## config.mk

```make
export PLATFORM = sky130hd
export DESIGN_NAME = mux_scan_ctrl
export DESIGN_NICKNAME = d
export VERILOG_FILES = /design/src/rtl/mux_scan_ctrl.sv
export SDC_FILE = /design/constraint.sdc
export NUM_CORES = 1
export LEC_CHECK = 0
export BUFFER_PORTS_ARGS = -buffer_cell sky130_fd_sc_hd__buf_2
export CAP_MARGIN = 20
export CORE_MARGIN = 4
export CORE_UTILIZATION = 55
export CTS_BUF_LIST = sky130_fd_sc_hd__clkbuf_4 sky130_fd_sc_hd__clkbuf_8 sky130_fd_sc_hd__clkbuf_16
export CTS_CLUSTER_SIZE = 20
export DETAILED_ROUTE_END_ITERATION = 6
export GPL_TIMING_DRIVEN = 0
export HOLD_SLACK_MARGIN = 0.02
export PLACE_DENSITY = 0.77
export SLEW_MARGIN = 10
export SYNTH_ARGS = -nofsm -noshare
export SYNTH_HDL_FRONTEND = slang
export SYNTH_SLANG_ARGS = --single-unit
```

## constraint.sdc

```tcl
create_clock -name clk -period 1.94 [get_ports clk]
set_clock_uncertainty 0.05 [all_clocks]
set_input_delay 0.097 -clock clk [delete_from_list [all_inputs] [get_ports clk]]
set_output_delay 0.097 -clock clk [all_outputs]
set_load 0.03 [all_outputs]
```

## src/rtl/mux_scan_ctrl.sv

```systemverilog
// Select sequencer for a 4:1 bit mux: scans enabled channels, dwells, samples y_in, publishes a snapshot.
// Optional continuous re-scan on DONE is enabled by defining MUX_SCAN_CONT_EN (adds input cont).
module mux_scan_ctrl #(
    parameter int unsigned DWELL = 2,
    parameter int unsigned CNT_W = 4
) (
    input  logic        clk,
    input  logic        rst_n,
    input  logic        start,
    input  logic [3:0]  mask,
    input  logic        y_in,
`ifdef MUX_SCAN_CONT_EN
    input  logic        cont,
`endif
    output logic [1:0]  sel,
    output logic        busy,
    output logic        done,
    output logic [3:0]  snap,
    output logic        valid
);

    localparam int unsigned CH_N  = 4;
    localparam int unsigned SEL_W = 2;
    localparam logic [CNT_W-1:0] DWELL_LAST = CNT_W'(DWELL - 1);

    typedef enum logic [1:0] {
        IDLE = 2'd0,
        SCAN = 2'd1,
        DONE = 2'd2
    } state_t;

    state_t             state, state_d;
    logic [SEL_W-1:0]   sel_d;
    logic [CNT_W-1:0]   cnt, cnt_d;
    logic [CH_N-1:0]    shadow, shadow_d;
    logic [CH_N-1:0]    mask_q, mask_d;
    logic [CH_N-1:0]    snap_d;
    logic               busy_d, done_d, valid_d;

    logic [SEL_W-1:0]   first_sel;
    logic [SEL_W-1:0]   next_sel;
    logic               has_next;

    // Lowest enabled channel of the incoming mask, and next enabled channel above sel in the latched mask.
    always_comb begin
        first_sel = '0;
        next_sel  = sel;
        has_next  = 1'b0;
        for (int i = int'(CH_N) - 1; i >= 0; i--) begin
            if (mask[i]) begin
                first_sel = SEL_W'(i);
            end
            if (mask_q[i] && (i > int'(sel))) begin
                has_next = 1'b1;
                next_sel = SEL_W'(i);
            end
        end
    end

    always_comb begin
        state_d  = state;
        sel_d    = sel;
        cnt_d    = cnt;
        shadow_d = shadow;
        mask_d   = mask_q;
        snap_d   = snap;
        busy_d   = busy;
        done_d   = 1'b0;
        valid_d  = valid;

        case (state)
            IDLE: begin
                if (start) begin
                    shadow_d = '0;
                    if (mask != '0) begin
                        mask_d  = mask;
                        sel_d   = first_sel;
                        cnt_d   = '0;
                        valid_d = 1'b0;
                        busy_d  = 1'b1;
                        state_d = SCAN;
                    end else begin
                        snap_d  = '0;
                        done_d  = 1'b1;
                        valid_d = 1'b1;
                        busy_d  = 1'b0;
                        state_d = DONE;
                    end
                end
            end

            SCAN: begin
                cnt_d = cnt + CNT_W'(1);
                if (cnt == DWELL_LAST) begin
                    shadow_d[sel] = y_in;
                    if (has_next) begin
                        sel_d = next_sel;
                        cnt_d = '0;
                    end else begin
                        // Snapshot includes the bit sampled on this same edge.
                        snap_d  = shadow_d;
                        done_d  = 1'b1;
                        valid_d = 1'b1;
                        busy_d  = 1'b0;
                        state_d = DONE;
                    end
                end
            end

            DONE: begin
                state_d = IDLE;
`ifdef MUX_SCAN_CONT_EN
                if (cont) begin
                    shadow_d = '0;
                    if (mask != '0) begin
                        mask_d  = mask;
                        sel_d   = first_sel;
                        cnt_d   = '0;
                        busy_d  = 1'b1;
                        state_d = SCAN;
                    end else begin
                        snap_d  = '0;
                        done_d  = 1'b1;
                        valid_d = 1'b1;
                        state_d = DONE;
                    end
                end
`endif
            end

            default: begin
                state_d = IDLE;
            end
        endcase
    end

    always_ff @(posedge clk or negedge rst_n) begin
        if (!rst_n) begin
            state  <= IDLE;
            sel    <= '0;
            cnt    <= '0;
            shadow <= '0;
            mask_q <= '0;
            snap   <= '0;
            busy   <= 1'b0;
            done   <= 1'b0;
            valid  <= 1'b0;
        end else begin
            state  <= state_d;
            sel    <= sel_d;
            cnt    <= cnt_d;
            shadow <= shadow_d;
            mask_q <= mask_d;
            snap   <= snap_d;
            busy   <= busy_d;
            done   <= done_d;
            valid  <= valid_d;
        end
    end

endmodule

```

After elaboration in Yosys (flattened, before gate mapping)
Cells that the tools add are included.
Widths: inputs -> output; s select.
{ "totals": {"wordCells": 88, "ff_bits": 23, "out_inout_bits": 9, "input_bits": 8} }
{ "classes": {"n_addsub": 1, "n_eq_ne": 9, "muxes": 50, "n_reduce_logical": 14, "n_lt_le_gt_ge": 5} }
{ "ops": {"columns": ["op", "count"], "rows": [
  ["$mux 4", 10],
  ["$mux 2", 15],
  ["$pmux 4 s2", 3],
  ["$mux 1", 15],
  ["$ne 2x2->1 const B", 6],
  ["$reduce_and 3->1", 4],
  ["$pmux 2 s2", 2],
  ["$pmux 1 s2", 3],
  ["$reduce_and 6->1", 1],
  ["$reduce_and 5->1", 1],
  ["$add 4x1->4 const B", 1],
  ["$bwmux 4", 1],
  ["$eq 4x1->1 const B", 1],
  ["$gt 2x2->1 const A", 2],
  ["$logic_and 1x1->1", 4],
  ["$ne 4x4->1 const B", 1],
  ["$reduce_and 4->1", 1],
  ["$reduce_bool 4->1", 1],
  ["$lt 2x3->1 const B", 1],
  ["$demux 1 s2", 1],
  ["$eq 2x1->1 const B", 1],
  ["$ge 2x1->1 const B", 1],
  ["$gt 1x2->1 const A", 1],
  ["$logic_not 2->1", 1],
  ["$reduce_bool 2->1", 1]
]} }

Depth between registers and ports, before layout
Gate-level depths: netlist (run 1).
{ "logic_depth": {"depth_word": 8, "depth_mapped": 6, "ltp_nobuf": 6} }

Worst setup path before layout (run 1)
Ideal clock, no wire load.
{ "synth_path": {"path_type": "reg-to-reg", "start": "register sel[0]", "end": "register snap[0]", "stages_incl_launch_ff": 6, "arrival_ns": 1.519, "n_path_buf": 1, "slack_ns": 0.291, "setup_time_ns": 0.079, "required_time_ns": 1.811, "period_less_slack_ns": 1.649, "path_cell_list": "dfrtp_1 -> buf_6 -> nor2b_2 -> o311a_1 -> nor2_2 -> mux2i_1"} }
{ "synth_via": {"elab_chain_len": 8, "elab_cells_between_ends": 20, "cone_classes": "order compare: 5; eq/ne: 1; mux: 9; reduce/logical: 5"} }
{ "synth_lines": {"columns": ["item", "line_no", "text"], "rows": [
  ["start: declaration", "15", "output logic [1:0] sel,"],
  ["start signal: assignment", "150", "sel <= sel_d;"],
  ["$lt 2x3->1 (not written as such) or $ge 2x1->1 (tied branches)", "95", "shadow_d[sel] = y_in;"],
  ["$logic_and 1x1->1 (not written as such)", "95", null],
  ["$mux 1 (not written as such)", "95", null],
  ["$demux 1 s2", "95", null],
  ["$bwmux 4", "95", null],
  ["$mux 4", "96", "if (has_next) begin"],
  ["$mux 4", "94", "if (cnt == DWELL_LAST) begin"],
  ["$pmux 4 s2", "71", "case (state)"],
  ["end signal: assignment", "154", "snap <= snap_d;"],
  ["end: declaration", "18", "output logic [3:0] snap,"]
]} }
Parallel ways exist; a longest one is shown, timed or not. The select of a mux whose other input is x is not followed.
A chain may end at the register's enable or synchronous reset.

Worst setup path in the final report (run 1)
{ "layout_path": {"start": "register cnt[1]", "end": "register valid"} }
{ "layout_via": {"elab_chain_len": 3} }
{ "layout_lines": {"columns": ["item", "line_no", "text"], "rows": [
  ["start: declaration", "34", "logic [CNT_W-1:0] cnt, cnt_d;"],
  ["start signal: assignment", "151", "cnt <= cnt_d;"],
  ["$eq 4x1->1", "94", null],
  ["$ne 2x2->1 (no source line)", null, null],
  ["$reduce_and 4->1 (no source line)", null, null],
  ["end signal: assignment", "157", "valid <= valid_d;"],
  ["end: declaration", "19", "output logic valid"]
]} }
Every way passes these cells.

==> impl_metrics.csv, run 1 <==
group,metric,value,unit
setup_path,reg2reg_setup_slack,210,ps
logic_synthesis,ys_warn_count,0,
logic_synthesis,netlist_area,0.00118,mm²
pwr,power_leakage,0.000638,µW
clock_tree,cts_sinks,22,
clock_tree,clock_root_buffer,"clkbuf_4",
sta,rsz0062_at_grt,"no",
logic_synthesis,async_flop_share,100,%
setup_path,cp-endpoint,"valid",
placement,dpl_worst_slack,159,ps
setup_path,cp_max_fo,7,
logic_synthesis,yosys_register_bits,22,
pwr,ir_worst_vdd,0.00118,V
logic_synthesis,synth.yosys.seq_area_share,46.6,%
cells_and_area,antennaDiodeCount,0,
cells_and_area,drive_above_1_share,26.3,%
routing,drt-wirelength-per-cell,14.6,µm
setup_path,r2r.worst_path.cells,6,
routing,drt_pass_1_iters,4,
clock_tree,cts_max_path_buffers,2,
placement,portBuffers,16,
hold_path,hold_class,"in -> reg",
global_route,globalRoute.totalOverflow,0,
logic_synthesis,netlist_instances,115,
sta,timing.final.ws_setup,209,ps
logic_synthesis,netlist_top_cells_count,"dfrtp_1 (22), nand2_1 (16), nor2_1 (8), o21ai_0 (8), mux2i_1 (7)",
sta,worst_slew_margin_relative_to_its_limit,66.1,%
floorplanning,die_height,54.3,µm
global_route,grt_pass1_wl,4.11,mm
logic_synthesis,synthMostInstantiatedCell,"dfrtp_1",
floorplanning,die_x,54.3,µm
cells_and_area,fin_nets,149,
sta,hold_slack,29.5,ps
routing,wl,2.40,mm
run,maxCapViolations,0,
setup_path,worstSetupEndpointType,"flop",
setup_path,crit-reg2reg-capture,"valid",
setup_path,startpoint_type_of_the_worst_setup_path,"flop",
cells_and_area,layout-area-overhead-vs-synth,14.9,%
floorplanning,top_level_ports,17,
floorplanning,design.die.area,0.00295,mm²
global_route,number_of_antenna_violations_at_the_first_check_in_global_routing,0,
logic_synthesis,synth_top_area_share,46.6,%
sta,finalCritPeriodShare,89.2,%
logic_synthesis,synth_edf_count,0,
floorplanning,floorplan_row_count,16,
setup_path,setup.worst_path.class,"reg -> reg",
sta,final_total_negative_setup_slack,0,ps
logic_synthesis,post_synth.cell_area_avg,10.3,µm²
cells_and_area,fin_util,67.8,%
clock_tree,clock_insertion_delay_worst_skew,300,ps
placement,gp_congestion,0.838,
clock_tree,cts.reportedPaths.clkPinSlew,110,ps
global_route,groute.usage.overall,19.4,%
sta,timing_max_transition_violations_final,0,
global_route,pin_count_of_the_biggest_net_entering_global_routing,23,
clock_tree,cts_max_level,1,
setup_path,critical_path.reg2reg.startpoint,"cnt[1]",
setup_path,crit_start,"cnt[1]",
pwr,cellPowerDensity,1700,mW/mm²
run_status,result_of_the_run,"finished clean",
routing,detailroute.via_count,915,
routing,avgViaCountPerCell,5.58,
clock_tree,postCtsSetupBuffers,0,
setup_path,timing.critical_path.required,2090,ps
logic_synthesis,synth.net_count,125,
floorplanning,initial_utilization,59.0,%
sta,fmaxAchievable,0.578,GHz
routing,post-route-drc-count,0,
global_route,grt_pass1_vias,923,
routing,final_antenna_net_count,0,
logic_synthesis,synth.largest_area_cell,"dfrtp_1",
placement,dp_hpwl,1.79,mm
sta,period_minus_slack,1730,ps
logic_synthesis,synth.distinct_cells,36,
clock_tree,tritoncts_buffers,3,
sta,slew_at_the_pin_closest_to_its_max_slew_limit,507,ps
floorplanning,core_area,0.00200,mm²
setup_path,worstPathArrival,1880,ps
sta,finalHoldViolCount,0,
logic_synthesis,synth-main-ff-cell,"dfrtp_1",
clock_tree,tritoncts,"done",
sta,setup_viol_count_final,0,
logic_synthesis,post_synth_main_area_contributors,"dfrtp_1 (47%), mux2i_1 (5.9%), nand2_1 (5.1%), o21ai_0 (3.4%), o31ai_1 (3.2%)",
routing,drt-initial-drc-count,13,
==> what timing repair did <==
item / in CTS / in global routing
resized for setup: 0 / 2
hold buffers: 3 / 0
endpoints found under the setup margin: 0 / 2
endpoints found under the hold margin: 24 / 0
==> metal layers <==
metal  vias to the layer above  routed length [µm]  GRT usage [%]
met5                         -                   0              0
met3                         4                  85           2.72
li1                        452                   -              -
met2                        24                1190           31.7
met4                         0                  23           8.30
met1                       435                1100           25.6
==> final cells by class <==
type / count / area [µm²]
fill: 171 / 644
buffer: 2 / 18.8
clock buffer: 3 / 22.5
timing repair buffer: 19 / 110
multi-input combinational: 87 / 607
inverter: 4 / 15.0
sequential: 22 / 551
tap: 27 / 33.8
==> stage by stage <==
stage | power [µW] | area, µm² | std cells
finish | 2310 | 1360 | 164
global route | 2510 | 1360 | 164
CTS | 2300 | 1350 | 164
detailed placement | 2080 | 1290 | 158
global placement | 2040 | 1290 | 158
floorplan | 1780 | 1180 | 115
==> layout by cell type (no fill, tap or decap), types with 3 or more instances in the layout <==
master         count
o21ai_1            3
o31ai_1            5
dfrtp_1           22
clkbuf_4           3
mux2i_1            7
inv_1              4
a21oi_1            4
nor2_1             8
nand2_1           16
a31oi_1            3
nand2b_1           4
o21ai_0            8
buf_2             16
dlygate4sd3_1      3
==> kinds of logic (layout without fill, tap and decap cells) <==
kind of cell	after synthesis	in the layout	share of synthesized area, %
simple gates	42	42	20.4
compound gates	35	35	20.8
flops	22	22	46.6
mux	8	8	7.20
buf+inv	6	28	2.86
fa+ha+maj	2	2	2.12
==> power breakdown <==
part           switching, µW  internal [µW]  leakage [µW]
clock network            129           72.4     0.0000138
registers                182            649      0.000283
logic                    770            504      0.000342
==> sequential cells by signal, indices dropped and copies added, names as in the netlist <==
name / flops
sel: 2
cnt: 4
valid: 1
state: 2
done: 1
mask_q: 3
busy: 1
snap: 4
shadow: 4
==> how the worst min path moves through the flow <==
stage	startpoint	to	slack, ps	cells past startpoint
2_1_floorplan	rst_n	busy	-250	0
5_1_grt	mask[2]	mask_q[2]	40	3
3_5_place_dp	rst_n	cnt[0]	40	1
6_report	mask[2]	mask_q[2]	30	3
4_1_cts	mask[2]	mask_q[2]	20	3
3_3_place_gp	rst_n	cnt[0]	30	1
==> critical path, stage by stage, from the launching register on <==
cell and delay, ps:
dfrtp_1 420, inv_1 80, ha_1 190, nor4bb_1 280, o21bai_1 210, a21o_1 230
a21o_1 180
Note: power is estimated with default switching activity, not from simulation.
==> run 2: changes to the inputs <==
--- a/config.mk
+++ b/config.mk
@@ -5,6 +5,7 @@
 export SDC_FILE = /design/constraint.sdc
 export NUM_CORES = 1
 export LEC_CHECK = 0
+export ABC_AREA = 1
 export BUFFER_PORTS_ARGS = -buffer_cell sky130_fd_sc_hd__buf_2
 export CAP_MARGIN = 20
 export CORE_MARGIN = 4
==> run 2 against run 1 <==
Effect of this change:
- fmax grew 21%
- critical endpoint is now sel[0]
- highest routed layer unchanged
- non-clock buffer count decreased by 2
- critical path type unchanged
- global-route usage shrank 0.95 points
- sequential power shrank 1%
- register-to-register slack improved by 300 ps
- largest cell class is now registers
==> impl_metrics.csv, run 2 <==
group,metric,value,unit
run_status,result_of_the_run,"finished clean",
cells_and_area,commonest_cells_after_routing_fill_and_taps_aside,"nand2_1 (44), dfrtp_1 (22), buf_2 (16)",
cells_and_area,fin_util,66.9,%
hold_path,worst_hold_startpoint,"mask[3]",
global_route,number_of_antenna_violations_at_the_first_check_in_global_routing,0,
run,maxCapViolations,0,
setup_path,crit_start,"sel[1]",
setup_path,timing.critical_path.required,2140,ps
floorplanning,die_height,53.6,µm
setup_path,cp_max_fo,6,
global_route,grt_pass1_wl,3.81,mm
routing,avgViaCountPerCell,5.04,
clock_tree,cts_sinks,22,
sta,period_minus_slack,1430,ps
logic_synthesis,ys_warn_count,0,
logic_synthesis,synth.distinct_cells,22,
cells_and_area,multi_input_comb_area,510,µm²
clock_tree,tritoncts_buffers,3,
logic_synthesis,yosys_register_bits,22,
cells_and_area,antennaDiodeCount,0,
logic_synthesis,netlist_area,0.00114,mm²
cells_and_area,fillers,179,
global_route,pin_count_of_the_biggest_net_entering_global_routing,23,
setup_path,crit-reg2reg-capture,"sel[0]",
placement,portBuffers,16,
logic_synthesis,synth_edf_count,0,
setup_path,cp-endpoint,"sel[0]",
routing,wl,2.21,mm
global_route,grt_use_met3,3.32,%
sta,slew_at_the_pin_closest_to_its_max_slew_limit,481,ps
sta,rsz0062_at_grt,"no",
floorplanning,top_level_ports,17,
logic_synthesis,netlist_top_cells_count,"nand2_1 (44), dfrtp_1 (22), inv_1 (15)",
cells_and_area,final-seq-area,551,µm²
setup_path,worstSetupEndpointType,"flop",
logic_synthesis,synth-main-ff-cell,"dfrtp_1",
logic_synthesis,synth.net_count,154,
setup_path,critical_path.reg2reg.startpoint,"sel[1]",
sta,finalHoldViolCount,0,
placement,dp_hpwl,1.73,mm
global_route,globalRoute.totalOverflow,0,
floorplanning,floorplan_row_count,16,
logic_synthesis,post_synth.cell_area_avg,7.93,µm²
floorplanning,core_area,0.00196,mm²
sta,setup_viol_count_final,0,
routing,drt-wirelength-per-cell,11.4,µm
pwr,ir_worst_vdd,0.000980,V
routing,final_antenna_net_count,0,
cells_and_area,layoutNonFillerInstCount,193,
routing,drt_pass_1_iters,4,
logic_synthesis,synth.largest_area_cell,"dfrtp_1",
clock_tree,cts_max_path_buffers,2,
floorplanning,die_x,53.6,µm
hold_path,hold_class,"in -> reg",
floorplanning,initial_utilization,58.2,%
logic_synthesis,async_flop_share,100,%
routing,detailroute.via_count,973,
sta,fmaxAchievable,0.701,GHz
placement,post-place-cells,187,
cells_and_area,mostFrequentLayoutCell,"nand2_1",
cells_and_area,fin_nets,177,
global_route,groute.usage.overall,18.5,%
floorplanning,design.die.area,0.00287,mm²
clock_tree,clock_insertion_delay_worst_skew,300,ps
pwr,cellPowerDensity,1800,mW/mm²
logic_synthesis,synth.yosys.seq_area_share,48.2,%
logic_synthesis,post_synth_main_area_contributors,"dfrtp_1 (48%), nand2_1 (14%), nand3_1 (5.3%), inv_1 (4.9%), o21ai_0 (4.8%)",
placement,gp_congestion,0.775,
clock_tree,cts_max_level,1,
clock_tree,clock_root_buffer,"clkbuf_4",
sta,worst_slew_margin_relative_to_its_limit,67.9,%
setup_path,worstPathArrival,1630,ps
sta,finalCritPeriodShare,73.6,%
sta,hold_slack,19.3,ps
setup_path,startpoint_type_of_the_worst_setup_path,"flop",
global_route,grt_pass1_vias,956,
sta,timing_max_transition_violations_final,0,
logic_synthesis,synthMostInstantiatedCell,"nand2_1",
routing,post-route-drc-count,0,
logic_synthesis,synth_top_area_share,48.2,%
cells_and_area,drive_above_1_share,21.1,%
setup_path,reg2reg_setup_slack,510,ps
cells_and_area,layout-area-overhead-vs-synth,14.9,%
pwr,power_leakage,0.000717,µW
setup_path,setup.worst_path.class,"reg -> reg",
logic_synthesis,netlist_instances,144,
setup_path,r2r.worst_path.cells,7,
clock_tree,tritoncts,"done",
routing,drt-initial-drc-count,5,
global_route,grt_busiest_layer,"met2",
sta,final_total_negative_setup_slack,0,ps
pwr,p_total,2370,µW
global_route,met2_capacity_usage_during_global_routing,30.4,%
cells_and_area,largestRegisters,"cnt (4), shadow (4), snap (4)",
clock_tree,cts.reportedPaths.clkPinSlew,120,ps
global_route,global_route.usage.met1,23.0,%
[run 2: cell types whose count changed after synthesis, moves of 5 or more]
cell	delta
nand3_1	+10
mux2i_1	-7
nand2_2	+5
o31ai_1	-5
nand2_1	+28
inv_1	+11
[run 2: worst min-delay path by stage]
stage | cells past startpoint | endpoint | slack [ps]
after detailed placement | 1 | cnt[3] | 40
after global placement | 1 | cnt[3] | 40
final | 3 | mask_q[3] | 20
after global routing | 3 | mask_q[1] | 40
after floorplan | 0 | busy | -250
after CTS | 3 | mask_q[3] | 20
[run 2: where the power goes]
group	internal (µW)	leakage [µW]	total (µW)	switching, µW
logic	445	0.000417	1300	851
registers	664	0.000278	819	155
clock network	114	0.0000210	252	138
[run 2: cells by family after synthesis]
| family | count (synthesis) | share of synthesized area, % |
|---|---|---|
| fa+ha+maj | 2 | 2.19 |
| xor+xnor | 2 | 1.53 |
| flops | 22 | 48.2 |
| compound gates | 22 | 9.86 |
| buf+inv | 19 | 7.12 |
| simple gates | 77 | 31.1 |
[run 2: critical path: stages, from the launching register on]
cell and delay, ps:
dfrtp_1 480, nor2_2 220, nand2_2 100, nand2_2 100, nor2_4 40, nor2_1 200
nand3_1 110, nand2_1 80
[run 2: metal layers]
layer  up-vias  wire length [µm]
met2        21              1040
met4         0                28
li1        502                 -
met5         -                 0
met1       446              1040
met3         4               101
[run 2: area by class of cell]
type	instances	area share, %
Buffer	1	0.858
Clock buffer	4	2.76
Tap cell	27	2.57
Inverter	18	5.34
Timing Repair Buffer	18	7.63
Sequential cell	22	41.9
Multi-Input combinational cell	103	38.9
[run 2: metrics by stage]
step                      worst slack (ps)  instance area [µm²]
after floorplan                        570                 1140
after global placement                 562                 1260
after detailed placement               520                 1260
after CTS                              502                 1310
after global routing                   371                 1310
final                                  513                 1310
[run 2: timing repair]
action,4_1_cts,5_1_grt
endpoints found under the hold margin,23,0
resized for setup,0,0
buffers inserted,0,0
hold buffers,2,0
